### src/rtl/serial_tx_arbiter.sv
`default_nettype none
// ============================================================================
//  Module   : serial_tx_arbiter
//  Purpose  : Shares one byte-wide UART transmit channel among NUM_PORTS
//             requesters. Round-robin arbitration at message granularity,
//             with a one-byte prefetch buffer and an idle-owner timeout.
//  Revision : 1.0  initial release
// ============================================================================
module serial_tx_arbiter #(
  parameter int NUM_PORTS    = 4,
  parameter int HOLD_TIMEOUT = 50000
) (
  input  logic                         clock,
  input  logic                         reset,
  input  logic [NUM_PORTS*8-1:0]       req_data,
  input  logic [NUM_PORTS-1:0]         req_valid,
  input  logic [NUM_PORTS-1:0]         req_last,
  output logic [NUM_PORTS-1:0]         req_ready,
  output logic [7:0]                   tx_data,
  output logic                         tx_data_available,
  input  logic                         tx_ready,
  output logic [$clog2(NUM_PORTS)-1:0] grant_id,
  output logic                         busy,
  output logic                         lock_timeout
);

  localparam int          IDW        = $clog2(NUM_PORTS);
  localparam logic [15:0] TCNT_LAST  = 16'(HOLD_TIMEOUT - 1);
  localparam logic [IDW-1:0] LAST_ID = IDW'(NUM_PORTS - 1);

  typedef enum logic [1:0] {
    ST_IDLE = 2'd0,
    ST_LOAD = 2'd1,
    ST_NEXT = 2'd2
  } state_t;

  state_t         state_q;
  logic [7:0]     buf_data_q;
  logic           buf_last_q;
  logic [IDW-1:0] grant_q;
  logic [IDW-1:0] rr_q;
  logic [15:0]    tcnt_q;
  logic           lock_timeout_q;

  logic [7:0]     port_byte [NUM_PORTS];
  logic           win_found;
  logic [IDW-1:0] win_idx;
  logic [IDW-1:0] rr_d;

  // Unpack the flat request bus into one byte per port.
  for (genvar p = 0; p < NUM_PORTS; p++) begin : g_port
    assign port_byte[p] = req_data[8*p +: 8];
  end

  // Round-robin search: first valid port starting at rr_q, wrapping modulo NUM_PORTS.
  always_comb begin
    int idx;
    idx       = 0;
    win_found = 1'b0;
    win_idx   = '0;
    for (int k = 0; k < NUM_PORTS; k++) begin
      idx = int'(rr_q) + k;
      if (idx >= NUM_PORTS) begin
        idx = idx - NUM_PORTS;
      end
      if (!win_found && req_valid[idx]) begin
        win_found = 1'b1;
        win_idx   = IDW'(idx);
      end
    end
  end

  // Round-robin start for the next arbitration: the port after the current owner.
  always_comb begin
    rr_d = (grant_q == LAST_ID) ? '0 : grant_q + IDW'(1);
  end

  // Ready is offered only to the arbitration winner in IDLE, or to the owner in
  // NEXT; it is withheld during reset because a byte cannot be captured then.
  always_comb begin
    req_ready = '0;
    if (!reset) begin
      case (state_q)
        ST_IDLE: begin
          if (win_found) begin
            req_ready[win_idx] = 1'b1;
          end
        end
        ST_NEXT: begin
          req_ready[grant_q] = req_valid[grant_q];
        end
        default: begin
          req_ready = '0;
        end
      endcase
    end
  end

  // Arbitration FSM: grant in IDLE, present the buffered byte in LOAD, fetch the
  // owner's next byte (or time out) in NEXT.
  always_ff @(posedge clock) begin
    if (reset) begin
      state_q        <= ST_IDLE;
      buf_data_q     <= '0;
      buf_last_q     <= 1'b0;
      grant_q        <= '0;
      rr_q           <= '0;
      tcnt_q         <= '0;
      lock_timeout_q <= 1'b0;
    end else begin
      lock_timeout_q <= 1'b0;
      case (state_q)
        ST_IDLE: begin
          if (win_found) begin
            buf_data_q <= port_byte[win_idx];
            buf_last_q <= req_last[win_idx];
            grant_q    <= win_idx;
            state_q    <= ST_LOAD;
          end
        end
        ST_LOAD: begin
          if (tx_ready) begin
            if (buf_last_q) begin
              state_q <= ST_IDLE;
              rr_q    <= rr_d;
            end else begin
              state_q <= ST_NEXT;
              tcnt_q  <= '0;
            end
          end
        end
        ST_NEXT: begin
          // A byte arriving on the boundary cycle takes priority over the timeout.
          if (req_valid[grant_q]) begin
            buf_data_q <= port_byte[grant_q];
            buf_last_q <= req_last[grant_q];
            state_q    <= ST_LOAD;
          end else if (tcnt_q == TCNT_LAST) begin
            state_q        <= ST_IDLE;
            lock_timeout_q <= 1'b1;
            rr_q           <= rr_d;
          end else begin
            tcnt_q <= tcnt_q + 16'd1;
          end
        end
        default: begin
          state_q <= ST_IDLE;
        end
      endcase
    end
  end

  assign tx_data           = buf_data_q;
  assign tx_data_available = (state_q == ST_LOAD);
  assign busy              = (state_q != ST_IDLE);
  assign grant_id          = grant_q;
  assign lock_timeout      = lock_timeout_q;

endmodule
`default_nettype wire

### config.mk
export PLATFORM = sky130hd
export DESIGN_NAME = serial_tx_arbiter
export DESIGN_NICKNAME = d
export VERILOG_FILES = /design/src/rtl/serial_tx_arbiter.sv
export SDC_FILE = /design/constraint.sdc
export NUM_CORES = 1
export LEC_CHECK = 0
export BUFFER_PORTS_ARGS = -buffer_cell sky130_fd_sc_hd__buf_4
export CAP_MARGIN = 20
export CORE_ASPECT_RATIO = 1.2
export CORE_MARGIN = 10
export CORE_UTILIZATION = 45
export CTS_CLUSTER_SIZE = 20
export DETAILED_ROUTE_END_ITERATION = 16
export MAX_ROUTING_LAYER = met4
export PLACE_DENSITY = 0.7
export SLEW_MARGIN = 20
export SYNTH_ARGS = -nofsm -noshare
export SYNTH_HDL_FRONTEND = slang
export SYNTH_SLANG_ARGS = --single-unit
### constraint.sdc
create_clock -name clock -period 2.2 [get_ports clock]
set_input_delay 0.33 -clock clock [delete_from_list [all_inputs] [get_ports clock]]
set_output_delay 0.33 -clock clock [all_outputs]
set_load 0.01 [all_outputs]
Word-level counts from Yosys, hierarchy flattened
Index checks and enable logic that the tools add are counted.
Storage, ports and cells
  flip-flop bits (word level): 32
  bits in latches: 0
  RAM bits: 0
  memory bits (read-only): 0
  input bits: 43
  output and inout bits: 17
  word-level logic and storage cells: 132
  memories kept: 0
Operators by class
  add/subtract/negate cells: 9
  multiply operators: 0
  divide/modulo/power cells: 0
  order comparisons: 14
  equal/unequal tests: 13
  shift operators: 0
  multiplexer cells: 67
  bitwise logic cells: 4
  reductions and logical operators: 18
Operator list (count)
  $lt 32x4->1 const B: 4
  $mux 32: 4
  $mux 16: 4
  $mux 8: 6
  $bmux 8 s2: 2
  $pmux 16 s2: 1
  $mux 2: 14
  $mux 1: 20
  $add 16x1->16 const B: 1
  $eq 16x16->1 const B: 1
  $pmux 8 s2: 1
  $ge 3x3->1 const B: 5
  $bmux 1 s2: 7
  $ne 2x2->1 const B: 6
  $sub 3x3->4 const B: 3
  $reduce_and 5->1: 2
  $mux 4: 2
  $pmux 4 s2: 1
  $add 2x2->3 const B: 2
  $lt 2x3->1 const B: 2
  $not 2->3: 2
  $pmux 2 s3: 1
  $reduce_and 3->1: 2
  $reduce_bool 2->1: 3
  19 further kinds: 29

Depth between registers and ports, before layout
  depth in word-level cells: 22
  mapped depth: 7
  gate-level depth less buffers: 6

Worst setup path after synthesis
No wires, ideal clock.
  path type: register to output
  start point: register rr_q[1]
  end point: output port req_ready[3]
  arrival: 1785 ps
  required time: 1870 ps
  setup slack: 85 ps
  cell stages (with the launch flop): 7
  cell sequence: dfxtp_1 -> mux2i_1 -> nor2_1 -> nor3_1 -> clkbuf_1 -> nand3b_1 -> a211oi_1
Between the ends
  word-level cells in the longest chain between the ends: 22
  elaborated cells between the ends (all ways): 49
  classes of those cells: add/sub: 7; order compare: 6; mux: 29; reduce/logical: 7
RTL lines
  from (decl): RTL line 41  | logic [IDW-1:0] rr_q;
  from (signal assigned): RTL line 125  | rr_q <= rr_d;
  from (signal assigned): RTL line 141  | rr_q <= rr_d;
  parallel branches: the longest is 19 deep, another holds $sub 3x3->4
  $mux 4 *: RTL line 85  | if (win_found) begin
  $pmux 4 s2 *: RTL line 83  | case (state_q)
  $mux 4 *: RTL line 82  | if (!reset) begin
  to (decl): RTL line 18  | output logic [NUM_PORTS-1:0] req_ready,
Every way passes the cells marked *. The select of a mux whose other input is x is not followed.

Final worst setup path
  start point: register grant_q[0] (netlist: grant_id[0])
  end point: output port req_ready[1]
Between the ends
  word-level cells in the longest chain between the ends: 7
  elaborated cells between the ends (all ways): 10
  classes of those cells: order compare: 2; mux: 6; bitwise: 1; reduce/logical: 1
RTL lines
  from (decl): RTL line 40  | logic [IDW-1:0] grant_q;
  from (signal assigned): RTL line 117  | grant_q <= win_idx;
  $lt 2x3->1 (not written as such) or $ge 2x1->1 (tied branches): RTL line 90  | req_ready[grant_q] = req_valid[grant_q];
  $logic_and 1x1->1 (not written as such): RTL line 90
  $mux 1 (not written as such): RTL line 90
  $demux 1 s2: RTL line 90
  $and 4x4->4 (no line) *
  $pmux 4 s2 *: RTL line 83
  $mux 4 *: RTL line 82
Mark *: on every way between the ends. The rest lies on a longest branch, timed or not. The select of a mux whose other input is x is not followed.

==> results summary <==
The number of different library cells used by synthesis comes to 41. The number of levels the H-tree was split into came out at 2. In this run the worst hold path is classified as primary input to register. The maximum clock rate is 474 MHz. Detailed placement ended at an HPWL of 5360 µm. By area the synthesized netlist is led by dfxtp_1, mux4_2, nand4_1. The relative area change from synthesis to final layout is 31.8%. The maximum vdd ir drop is 0.000366 V.

The starting density of the core is 47.0%. The number of antenna cells inserted came out at 0. The final critical-path share of the clock period came out at 95.9%. The final critical-path setup slack is ~90 ps. Prior to clock tree synthesis, the placed netlist has a worst setup slack of approximately 75 ps. The routed wire length came out at 7320 µm. The placed instance count came out at 393. The total area inside the core boundary comes to 4970 µm². The source-to-sink clock delay at the later pin of the worst-skew pair came out at 280 ps. The sequential element share of the synthesized area came out at 27.4%. Hold is met by 355 ps.

The Yosys warning count is 0. TritonCTS built the clock tree. The final standard cell count with taps included and fillers excluded came out at 404.

The full die area is 8490 µm². In this run the count of I/O pins placed on the die edge is 60. The count of port buffers added during placement is 59. The chip height is 99.0 µm. Summed over all cells, the static leakage comes to 0.00116 µW. The sequential cell area is 646 µm². The async set-or-reset flop fraction in the synthesized netlist is 0%.

The commonest cells after synthesis are nand4_1, dfxtp_1, a21oi_1. The final global-route overflow total came out at 0. The via count of the first global-routing pass came out at between 2,000 and 3,000. The clock-pin slew reported for the worst setup and hold paths after clock tree synthesis came out at 70 ps. The flow ran to the end, and the final reports show no timing, DRC or antenna violations. The first detailed-routing pass took 4 iterations. The floorplan row count is 28.

In this run the power density over the cells is approximately 600 nW/µm². The max-slew violation total from the final report came out at 0. The final weighted congestion in routability-driven placement is slightly below 0.9. The kind of end point of the critical path is an output port. The number of antenna-violating nets in the routed design is 0.

Fill cells in the final layout number between 400 and 500. The top cell type by total area after synthesis is dfxtp_1. The final hold violation count came out at 0.

The post-route core utilization came out at 62.0%. For this run, the leading register cell type out of synthesis is dfxtp_1. The fraction of final layout cells sized beyond drive strength 1 is between 30 and 40%. The final setup violation count is 0. The via count is about 2,500. The worst-case clock skew is roughly 8.5 ps. The total global routing track utilization came out at about 17%. The number of enable flip-flop cells after synthesis is 0. The cell with the most instances after synthesis is nand4_1. The cell area after technology mapping is 2340 µm². The per-cell via count in the routed design is 6.27. The longest clock path from root to sink contains 2 buffers.

The buffer type at the clock tree root is clkbuf_8. The post-route DRC violation count came out at 0. In this design, the stage delay of the slowest critical-path cell is ~560 ps.

Measured against its own limit, the worst slew margin works out to 76.6%. The detailed-route wire length per cell is between 15 and 20 µm. The die span in x is ~86 µm.

The actual slew at the worst max-slew pin came out at 351 ps. The average cell area after synthesis is 8.38 µm². STA classifies the critical path startpoint as a register. The top cell type's share of synthesized area came out at between 20 and 30%. The worst endpoint required time is 1870 ps. In this run, CTS created clock tree buffers numbering 5.

The synthesized netlist cell count came out at ~280. The signal on the critical path passes through mux4_2 > and2_4 > a32oi_1 > nor3_1 > buf_4. Entering global routing, the biggest net connects 28 pins. The final-stage net count is 391. The number of buffers inserted for hold repair after clock tree synthesis came out at 0. The initial antenna violation count came out at 0. The synthesized net count is 327. The global-route wire length before repair came out at 12,100 µm. The tree built by TritonCTS fans out to 32 sinks. Across the run, the number of max-cap violations was 0. The number of storage elements in the synthesis netlist is 32.

Data on the critical path arrives at its endpoint at 1780 ps. The detailed router's first-iteration violation count is 149. The number of buffers and inverters on the critical path is 1. The path type of the worst setup path is register to output port. The multi-input combinational cells in the finished layout cover a total of 1620 µm². The shortest clock period the worst path allows after layout came out at 2110 ps.

On the critical path the largest part of the delay comes from multiplexers. The worst-path cell with the longest stage delay is mux4_2. The maximum fanout count along the critical path is 8.
-- repair_timing --
| action | CTS | global route |
|---|---|---|
| gates resized for setup | 4 | 11 |
| buffers inserted | 1 | 2 |
| pin swaps | 1 | 3 |
| endpoints found under the setup margin | 4 | 5 |
-- metrics by stage --
step	instance area, µm²	setup TNS (ps)	power [µW]
after floorplan	2340	0	1000
after global placement	2900	0	1250
after detailed placement	2900	0	1250
after CTS	3030	0	1830
after global routing	3080	-12.7	1940
final	3080	0	1830
-- tightest hold or removal path: stages --
cell and delay (ps):
buf_4 110, nand4_1 60, a41oi_1 100
-- report_power, final --
group          internal (µW)  switching (µW)
registers                623            29.5
clock network            335             234
logic                    294             318
total                   1250             581
-- area by class of cell --
class / count / area share, %
Clock buffer: 5 / 2.23
Clock inverter: 3 / 1.38
Inverter: 5 / 0.609
Multi-Input combinational cell: 218 / 52.7
Sequential cell: 32 / 20.9
Tap cell: 60 / 2.44
Timing Repair Buffer: 81 / 19.7
-- layer usage --
metal	global-route usage, %	routed length, µm
met5	-	0
met2	29.1	3730
met1	20.1	2910
met3	3.21	531
met4	6.60	151
-- placed cells by master, fill, tap and decap left out, drive strengths merged, types with 4 or more instances in the layout --
| cell type | n |
|---|---|
| buf | 81 |
| nand4 | 34 |
| dfxtp | 32 |
| a21oi | 25 |
| nor2 | 15 |
| nand2 | 10 |
| mux4 | 10 |
| o21ai | 10 |
| o31ai | 10 |
| nand3 | 9 |
| a211o | 9 |
| o21bai | 9 |
| a41oi | 9 |
| nand2b | 7 |
| or3 | 6 |
| xor2 | 6 |
| inv | 5 |
| nand3b | 5 |
| ha | 5 |
| clkbuf | 5 |
| or2 | 5 |
| nor3 | 4 |
-- logic make-up after synthesis --
logic type,Yosys count,share of synthesized area (%)
AOI/OAI and AO/OA,81,23.3
and+or+nand+nor,112,27.6
xor gates and xnor gates,7,2.62
adders and majority gates,5,2.68
muxes,13,11.0
buffers and inverters,29,5.46
DFF,32,27.4
-- sequential cells by signal, summed over array words and instances, names as in the netlist --
signal and cells:
tx_data 8, tcnt_q 16, rr_q 2, lock_timeout 1, grant_id 2, buf_last_q 1, state_q 2
-- path summary, 6_finish.rpt --
check                            from  slack [ps]                       to  cells after the start
min reg2reg   tcnt_q[15]$_SDFFE_PP0P_         490  tcnt_q[15]$_SDFFE_PP0P_                      2
max          grant_id[0]$_SDFFE_PP0P_          90             req_ready[1]                      5
max reg2reg  grant_id[0]$_SDFFE_PP0P_         170  tcnt_q[14]$_SDFFE_PP0P_                      5
min                      req_data[12]         350  tx_data[4]$_SDFFE_PP0P_                      3
No activity file was read; power rests on OpenSTA's default activity.
